==> config.mk <==
export PLATFORM = sky130hd
export DESIGN_NAME = decode_stage
export DESIGN_NICKNAME = d
export VERILOG_FILES = /design/src/rtl/decode_stage.sv
export SDC_FILE = /design/constraint.sdc
export NUM_CORES = 2
export LEC_CHECK = 0
export BUFFER_PORTS_ARGS = -buffer_cell sky130_fd_sc_hd__buf_2
export CAP_MARGIN = 15
export CORE_MARGIN = 3
export CORE_UTILIZATION = 51
export DETAILED_ROUTE_END_ITERATION = 8
export GPL_TIMING_DRIVEN = 0
export PLACE_DENSITY = 0.76
export RECOVER_POWER = 100
export SLEW_MARGIN = 20
export SYNTH_ARGS = -nofsm -noshare
export SYNTH_HDL_FRONTEND = slang
export SYNTH_SLANG_ARGS = --single-unit
==> constraint.sdc <==
create_clock -name i_clk -period 5.41 [get_ports i_clk]
set_input_delay 0.2705 -clock i_clk [delete_from_list [all_inputs] [get_ports i_clk]]
set_output_delay 0.2705 -clock i_clk [all_outputs]
set_load 0.005 [all_outputs]
==> src/rtl/decode_stage.sv <==
// rtl/decode_stage.sv - RV32I decode stage with register file, branch resolution, hazard detection and ID/EX register; optional FORWARDING_EN enables EX/MEM operand forwarding
module decode_stage #(
    parameter int XLEN        = 32,
    parameter int REG_CNT     = 32,
    parameter int STALL_CNT_W = 16
) (
    input  logic                   i_clk,
    input  logic                   i_rst,
    input  logic                   i_valid,
    input  logic [31:0]            i_inst,
    input  logic [XLEN-1:0]        i_pc,
    output logic                   o_ready,
    input  logic                   i_ex_ready,
    input  logic                   i_flush,
    input  logic                   i_wb_en,
    input  logic [4:0]             i_wb_rd_num,
    input  logic [XLEN-1:0]        i_wb_val,
    input  logic [XLEN-1:0]        i_ex_fwd_val,
    input  logic                   i_mem_wr_en,
    input  logic [4:0]             i_mem_rd_num,
    input  logic [XLEN-1:0]        i_mem_fwd_val,
    output logic                   o_valid,
    output logic [XLEN-1:0]        o_pc,
    output logic [XLEN-1:0]        o_rs_1,
    output logic [XLEN-1:0]        o_rs_2,
    output logic [XLEN-1:0]        o_imm,
    output logic [4:0]             o_rd_num,
    output logic [6:0]             o_opcode,
    output logic [2:0]             o_func_3,
    output logic [6:0]             o_func_7,
    output logic                   o_illegal,
    output logic                   o_b_taken,
    output logic [XLEN-1:0]        o_b_pc,
    output logic [STALL_CNT_W-1:0] o_stall_cnt
);

    localparam logic [6:0] OP_LUI    = 7'b0110111;
    localparam logic [6:0] OP_AUIPC  = 7'b0010111;
    localparam logic [6:0] OP_JAL    = 7'b1101111;
    localparam logic [6:0] OP_JALR   = 7'b1100111;
    localparam logic [6:0] OP_BRANCH = 7'b1100011;
    localparam logic [6:0] OP_LOAD   = 7'b0000011;
    localparam logic [6:0] OP_STORE  = 7'b0100011;
    localparam logic [6:0] OP_OPIMM  = 7'b0010011;
    localparam logic [6:0] OP_OP     = 7'b0110011;

    localparam int              RIDX_W    = $clog2(REG_CNT);
    localparam logic [5:0]      REG_LIM   = 6'(REG_CNT);
    localparam logic [XLEN-1:0] JALR_MASK = {{(XLEN-1){1'b1}}, 1'b0};

    logic [XLEN-1:0] rf [REG_CNT];

    logic [6:0] opcode;
    logic [4:0] rd;
    logic [4:0] rs1;
    logic [4:0] rs2;
    logic [2:0] f3;
    logic [6:0] f7;

    assign opcode = i_inst[6:0];
    assign rd     = i_inst[11:7];
    assign f3     = i_inst[14:12];
    assign rs1    = i_inst[19:15];
    assign rs2    = i_inst[24:20];
    assign f7     = i_inst[31:25];

    logic               known;
    logic               use_rs1;
    logic               use_rs2;
    logic               writes_rd;
    logic signed [31:0] imm32;
    logic [XLEN-1:0]    imm_ext;
    logic               bad_idx;
    logic               illegal;
    logic [4:0]         dec_rd;

    // Classify the opcode: which sources it reads, whether it writes rd, and its immediate format
    always_comb begin
        known     = 1'b1;
        use_rs1   = 1'b0;
        use_rs2   = 1'b0;
        writes_rd = 1'b0;
        imm32     = '0;
        case (opcode)
            OP_LUI, OP_AUIPC: begin
                writes_rd = 1'b1;
                imm32     = {i_inst[31:12], 12'b0};
            end
            OP_JAL: begin
                writes_rd = 1'b1;
                imm32     = {{11{i_inst[31]}}, i_inst[31], i_inst[19:12], i_inst[20],
                             i_inst[30:21], 1'b0};
            end
            OP_JALR, OP_LOAD, OP_OPIMM: begin
                writes_rd = 1'b1;
                use_rs1   = 1'b1;
                imm32     = {{20{i_inst[31]}}, i_inst[31:20]};
            end
            OP_BRANCH: begin
                use_rs1 = 1'b1;
                use_rs2 = 1'b1;
                imm32   = {{19{i_inst[31]}}, i_inst[31], i_inst[7], i_inst[30:25],
                           i_inst[11:8], 1'b0};
            end
            OP_STORE: begin
                use_rs1 = 1'b1;
                use_rs2 = 1'b1;
                imm32   = {{20{i_inst[31]}}, i_inst[31:25], i_inst[11:7]};
            end
            OP_OP: begin
                writes_rd = 1'b1;
                use_rs1   = 1'b1;
                use_rs2   = 1'b1;
            end
            default: known = 1'b0;
        endcase
    end

    // A signed 32-bit immediate widens to XLEN with sign extension from inst[31]
    assign imm_ext = XLEN'(imm32);

    assign bad_idx = (use_rs1   && ({1'b0, rs1} >= REG_LIM)) ||
                     (use_rs2   && ({1'b0, rs2} >= REG_LIM)) ||
                     (writes_rd && ({1'b0, rd}  >= REG_LIM));
    assign illegal = !known || bad_idx;
    assign dec_rd  = (writes_rd && !illegal) ? rd : 5'd0;

    logic [XLEN-1:0] rf_1;
    logic [XLEN-1:0] rf_2;

    // Register-file read port 1 with x0 hardwired to zero and same-cycle WB bypass
    always_comb begin
        rf_1 = '0;
        if (rs1 == 5'd0 || {1'b0, rs1} >= REG_LIM) begin
            rf_1 = '0;
        end else if (i_wb_en && i_wb_rd_num == rs1) begin
            rf_1 = i_wb_val;
        end else begin
            rf_1 = rf[rs1[RIDX_W-1:0]];
        end
    end

    // Register-file read port 2 with x0 hardwired to zero and same-cycle WB bypass
    always_comb begin
        rf_2 = '0;
        if (rs2 == 5'd0 || {1'b0, rs2} >= REG_LIM) begin
            rf_2 = '0;
        end else if (i_wb_en && i_wb_rd_num == rs2) begin
            rf_2 = i_wb_val;
        end else begin
            rf_2 = rf[rs2[RIDX_W-1:0]];
        end
    end

    // o_rd_num is zero for non-writing entries, so a nonzero match implies a real producer
    logic ex_hit_1;
    logic ex_hit_2;
    logic mem_hit_1;
    logic mem_hit_2;

    assign ex_hit_1  = use_rs1 && o_valid && (o_rd_num != 5'd0) && (o_rd_num == rs1);
    assign ex_hit_2  = use_rs2 && o_valid && (o_rd_num != 5'd0) && (o_rd_num == rs2);
    assign mem_hit_1 = use_rs1 && i_mem_wr_en && (i_mem_rd_num != 5'd0) && (i_mem_rd_num == rs1);
    assign mem_hit_2 = use_rs2 && i_mem_wr_en && (i_mem_rd_num != 5'd0) && (i_mem_rd_num == rs2);

    logic [XLEN-1:0] op_1;
    logic [XLEN-1:0] op_2;
    logic            raw_hazard;

`ifdef FORWARDING_EN
    // EX beats MEM beats the register file; only a load in EX cannot be forwarded yet
    always_comb begin
        op_1       = ex_hit_1 ? i_ex_fwd_val : (mem_hit_1 ? i_mem_fwd_val : rf_1);
        op_2       = ex_hit_2 ? i_ex_fwd_val : (mem_hit_2 ? i_mem_fwd_val : rf_2);
        raw_hazard = (o_opcode == OP_LOAD) && (ex_hit_1 || ex_hit_2);
    end
`else
    // Without forwarding, any in-flight producer in EX or MEM stalls until it reaches WB
    always_comb begin
        op_1       = rf_1;
        op_2       = rf_2;
        raw_hazard = ex_hit_1 || ex_hit_2 || mem_hit_1 || mem_hit_2;
    end

    logic unused_fwd;
    assign unused_fwd = ^{i_ex_fwd_val, i_mem_fwd_val};
`endif

    logic            cond;
    logic            taken;
    logic [XLEN-1:0] target;

    // Resolve branch condition and redirect target from the selected operands
    always_comb begin
        cond = 1'b0;
        case (f3)
            3'b000:  cond = (op_1 == op_2);
            3'b001:  cond = (op_1 != op_2);
            3'b100:  cond = ($signed(op_1) <  $signed(op_2));
            3'b101:  cond = ($signed(op_1) >= $signed(op_2));
            3'b110:  cond = (op_1 <  op_2);
            3'b111:  cond = (op_1 >= op_2);
            default: cond = 1'b0;
        endcase
        taken  = !illegal && (((opcode == OP_BRANCH) && cond) ||
                              (opcode == OP_JAL) || (opcode == OP_JALR));
        target = (opcode == OP_JALR) ? ((op_1 + imm_ext) & JALR_MASK) : (i_pc + imm_ext);
    end

    logic squash;
    logic hazard;
    logic accept;

    // The cycle carrying the redirect pulse sees a wrong-path fetch, so nothing is taken in
    always_comb begin
        squash  = o_b_taken;
        hazard  = i_valid && !squash && raw_hazard;
        o_ready = !i_rst && !hazard && i_ex_ready && !i_flush && !squash;
        accept  = i_valid && o_ready;
    end

    // Register file write port; x0 and out-of-range indices are never written
    always_ff @(posedge i_clk) begin
        if (i_rst) begin
            for (int i = 0; i < REG_CNT; i++) begin
                rf[i] <= '0;
            end
        end else if (i_wb_en && i_wb_rd_num != 5'd0 && {1'b0, i_wb_rd_num} < REG_LIM) begin
            rf[i_wb_rd_num[RIDX_W-1:0]] <= i_wb_val;
        end
    end

    // ID/EX register: flush, then hold on backpressure, then stall bubble, then load
    always_ff @(posedge i_clk) begin
        if (i_rst) begin
            o_valid     <= 1'b0;
            o_pc        <= '0;
            o_rs_1      <= '0;
            o_rs_2      <= '0;
            o_imm       <= '0;
            o_rd_num    <= '0;
            o_opcode    <= '0;
            o_func_3    <= '0;
            o_func_7    <= '0;
            o_illegal   <= 1'b0;
            o_stall_cnt <= '0;
        end else if (i_flush) begin
            o_valid   <= 1'b0;
            o_rd_num  <= '0;
            o_illegal <= 1'b0;
        end else if (!i_ex_ready) begin
            o_valid <= o_valid;
        end else if (hazard) begin
            o_valid   <= 1'b0;
            o_rd_num  <= '0;
            o_illegal <= 1'b0;
            if (o_stall_cnt != '1) begin
                o_stall_cnt <= o_stall_cnt + 1'b1;
            end
        end else if (accept) begin
            o_valid   <= 1'b1;
            o_pc      <= i_pc;
            o_rs_1    <= op_1;
            o_rs_2    <= op_2;
            o_imm     <= imm_ext;
            o_rd_num  <= dec_rd;
            o_opcode  <= opcode;
            o_func_3  <= f3;
            o_func_7  <= f7;
            o_illegal <= illegal;
        end else begin
            o_valid   <= 1'b0;
            o_rd_num  <= '0;
            o_illegal <= 1'b0;
        end
    end

    // Redirect pulse: raised only by accepting a taken branch/jump, so it lasts one cycle
    always_ff @(posedge i_clk) begin
        if (i_rst) begin
            o_b_taken <= 1'b0;
            o_b_pc    <= '0;
        end else begin
            o_b_taken <= accept && taken;
            if (accept && taken) begin
                o_b_pc <= target;
            end
        end
    end

endmodule

==> metrics.md <==
| Metric | Value |
|---|---|
| Outcome | `complete, but fails checks` |
| Violated checks | `max-capacitance violations, max-slew violations, negative setup slack` |
| Largest net degree at the start of global routing | `33` |
| Slew HR | `-1.511` |
| PwrDens | `between 300 and 400 mW/mm^2` |
| CTS buffer count | `134` |
| Root Buffer | `clkbuf_16` |
| DR DRC count | `0` |
| Final net count | `between 5000 and 6000` |
| Worst-path clk slew | `60 ps` |
| Grt ovf | `0` |
| Max-cap violations | `36` |
| Post-DP HPWL | `200.3 mm` |
| Vias/cell | `around 6.7` |
| GR Util All Layers | `0.3907` |
| Starting Density | `0.5157` |
| Crit end category | `register` |
| Post-synthesis sequential area ratio | `0.5181` |
| Arrival time at the worst endpoint | `6110 ps` |
| Crit Reg-Reg Endpoint | `o_b_pc[25]$_SDFFE_PP0P_` |
| Mapped Cells | `4994` |
| Commonest non-fill, non-tap cells in the layout | `edfxtp_1 (1024), mux4_2 (607), and2_0 (549)` |
| Antenna viol nets, final | `0` |
| Commonest non-fill, non-tap cell in the layout | `edfxtp_1` |
| R2r worst-path depth | `18` |
| EDFF count, synth | `1024` |
| FP Rows | `roughly 130` |
| Ys flop type | `edfxtp_1` |
| I/O Pins | `379` |
| Flops & latches, synth | `1225` |
| Tcrit/Tclk final | `1.007` |
| Via count | `50573` |
| Critical R2R Launch | `rf[25][31]$_SDFFCE_PN0P_` |
| # setup viols final | `2` |
| H-tree depth | `4` |
| VDD IR max | `0.2941 mV` |
| Skew final | `roughly 32 ps` |
| First-pass GRT wire length | `368.6 mm` |
| Average size of a mapped cell | `13.44 sq um` |
| Initial antenna violation count | `13` |
| Final hold violation count | `0` |
| Final min period | `between 5000 and 6000 ps` |
| Worst slew pin tran | `3767 ps` |
| Die height | `368.8 um` |
| FF-to-FF setup slack | `160 ps` |
| Synth async-reset ratio | `0` |
| Max Root-Sink Buffers | `3` |
| Max-slew violation count | `1035` |
| CTS tree | `done` |
| Synth top area cells | `edfxtp_1 (46%), mux4_2 (20%), and2_1 (9.1%), dfxtp_1 (6.0%), clkbuf_1 (2.1%)` |
| Static Leak | `27.56 nW` |
| Clk_lat worst skew | `800 ps` |
| Hold EP | `rf[2][6]$_SDFFCE_PN0P_` |
| Finished Core Util | `0.6014` |
| Hold path start | `i_wb_val[6]` |
| Type of origin of the critical path | `input port` |
| Core area | `between 0.1 and 0.15 sq mm` |
| WL final | `269.0 mm` |
| Die Area | `0.1360 sq mm` |
| Number of distinct library cells after synthesis | `84` |
| P&R area growth vs syn | `16.63%` |
| Port Buf Inserts | `between 300 and 400` |
| Post-DR wirelength/cell | `~36 um` |
| Hold Path Class | `input port to register` |
| Max Freq | `between 0.15 and 0.2 GHz` |
| Hold slack | `39.28 ps` |
| DRT Pass-1 Iters | `8` |
| Worst-path fanout max | `10` |
| CTS sink count | `approximately 1200` |
| Setup WS post-layout | `-40.30 ps` |
| Layout cell share with drive strength beyond 1 | `0.2311` |
| Syn. warnings | `0` |
| Hold depth | `2` |
| Vias in the first global route | `48989` |
| Synthesized cell area | `0.06711 sq mm` |
| WS Path Type | `input port to register` |
| GP Congestion | `1.092` |
| DR iter-0 viols | `8117` |
| Cell taking the most area after synthesis | `edfxtp_1` |
| Die X-Extent | `368.8 um` |
| Worst EP required | `6070 ps` |
| Yosys top cell area share | `0.4582` |
| Overall Power | `about 24 mW` |
-- state kept, by name (all words and copies together), names as in the netlist --
register,cells
o_illegal,1
o_valid,1
rf,1024
o_func_3,3
o_imm,32
o_opcode,7
o_rd_num,5
o_b_taken,1
o_rs_1,32
o_rs_2,32
o_pc,32
o_stall_cnt,16
o_b_pc,32
o_func_7,7
-- final cells by class --
class | count | area, sq um
antenna | 9 | 22.52
buffer | 463 | 2874
clock buffer | 184 | 3792
clock inverter | 62 | 533.0
fill | 10111 | 51870
inverter | 23 | 86.33
multi-input combinational | 3311 | 31020
sequential | 1225 | 34770
tap | 1742 | 2180
timing repair buffer | 478 | 2989
-- power by group --
group	switching (mW)	total, mW	internal [mW]
registers	0.247	10.9	10.7
clock network	3.98	9.25	5.26
logic	2.47	4.11	1.64
-- through the flow --
stage | setup slack, ps | TNS (ps) | cell area (sq um) | cells
6_report | -40.30 | -75.28 | 78270 | 7497
5_1_grt | -50.46 | -402.2 | 78260 | 7490
4_1_cts | 1.243 | 0 | 77820 | 7455
3_5_place_dp | -3817 | -123730 | 71430 | 7095
3_3_place_gp | -4692 | -174800 | 71010 | 7071
2_1_floorplan | 4.568 | 0 | 67310 | 5025
-- cell families (layout without fill, tap and decap cells) --
logic type               count (synthesis)  count (layout)  share of synthesized area
flip-flops                            1225            1225                     0.5181
XOR/XNOR                                98              98                    0.01290
other                                    1              41                 0.00005588
AND/OR/NAND/NOR                       1795            1795                     0.1463
adder cells (fa/ha/maj)                 94              94                    0.01775
AO/OA/AOI/OAI                          578             578                    0.05561
multiplexers                           714             714                     0.2205
buffers and inverters                  489            1210                    0.02875
-- worst max-delay path by stage --
stage               cells after the start  startpoint  slack [ps]                      end
finish                                 22  i_inst[21]         -40  o_b_pc[25]$_SDFFE_PP0P_
global route                           24  i_inst[17]         -50  o_b_pc[25]$_SDFFE_PP0P_
detailed placement                     23  i_inst[17]       -3820  o_b_pc[21]$_SDFFE_PP0P_
CTS                                    27  i_inst[20]           1  o_b_pc[30]$_SDFFE_PP0P_
global placement                       20  i_inst[17]       -4690  o_b_pc[21]$_SDFFE_PP0P_
floorplan                              21  i_inst[15]           5  o_b_pc[25]$_SDFFE_PP0P_
-- critical path, cell delays in order --
cell	delay [ps]
buf_2	270
buf_8	270
clkbuf_4	310
clkbuf_2	430
mux4_2	380
mux4_2	490
mux2i_1	160
nand2_1	80
o211ai_1	360
ha_1	290
nand4_1	140
or2_4	300
nand3b_1	200
or3_4	380
or3b_2	480
mux2i_1	180
nor2_2	100
and3b_4	190
a2111oi_4	370
clkbuf_16	240
or3b_1	110
o211ai_1	80
-- synth_stat cells (all sizes together), types with 4 or more instances --
cell type	n
edfxtp	1024
and2	980
mux4	610
clkbuf	373
nand2	297
nor2	259
a21oi	236
dfxtp	201
mux2i	99
buf	93
ha	92
a211oi	89
a21o	73
nor3	55
o21ai	52
xnor2	50
xor2	48
o211ai	42
or2	39
nand3	35
nor2b	31
inv	23
nand2b	23
nand4	15
and3	13
o21a	13
nor4	11
a31oi	10
o21bai	10
nand3b	9
a31o	6
nor3b	6
o31ai	6
a311oi	5
mux2	5
or4	5
a22o	4
a22oi	4
and4	4
or3	4
-- timing repair --
| action | CTS | global route |
|---|---|---|
| endpoints found under the hold margin | 88 | 0 |
| resized for setup | 304 | 152 |
| endpoints found under the setup margin | 33 | 33 |
| hold buffers | 88 | 0 |
| cloned | 0 | 2 |
| pin swaps | 9 | 26 |
| buffers inserted | 28 | 31 |
-- layer usage --
layer  part of all wire  wire length [um]  GRT usage
met3               0.13             36260     0.1358
met2               0.43            115600     0.5712
met1               0.32             86150     0.4579
met4               0.11             30340     0.3437
met5             0.0023               631          0
No activity file was read; power rests on OpenSTA's default activity.
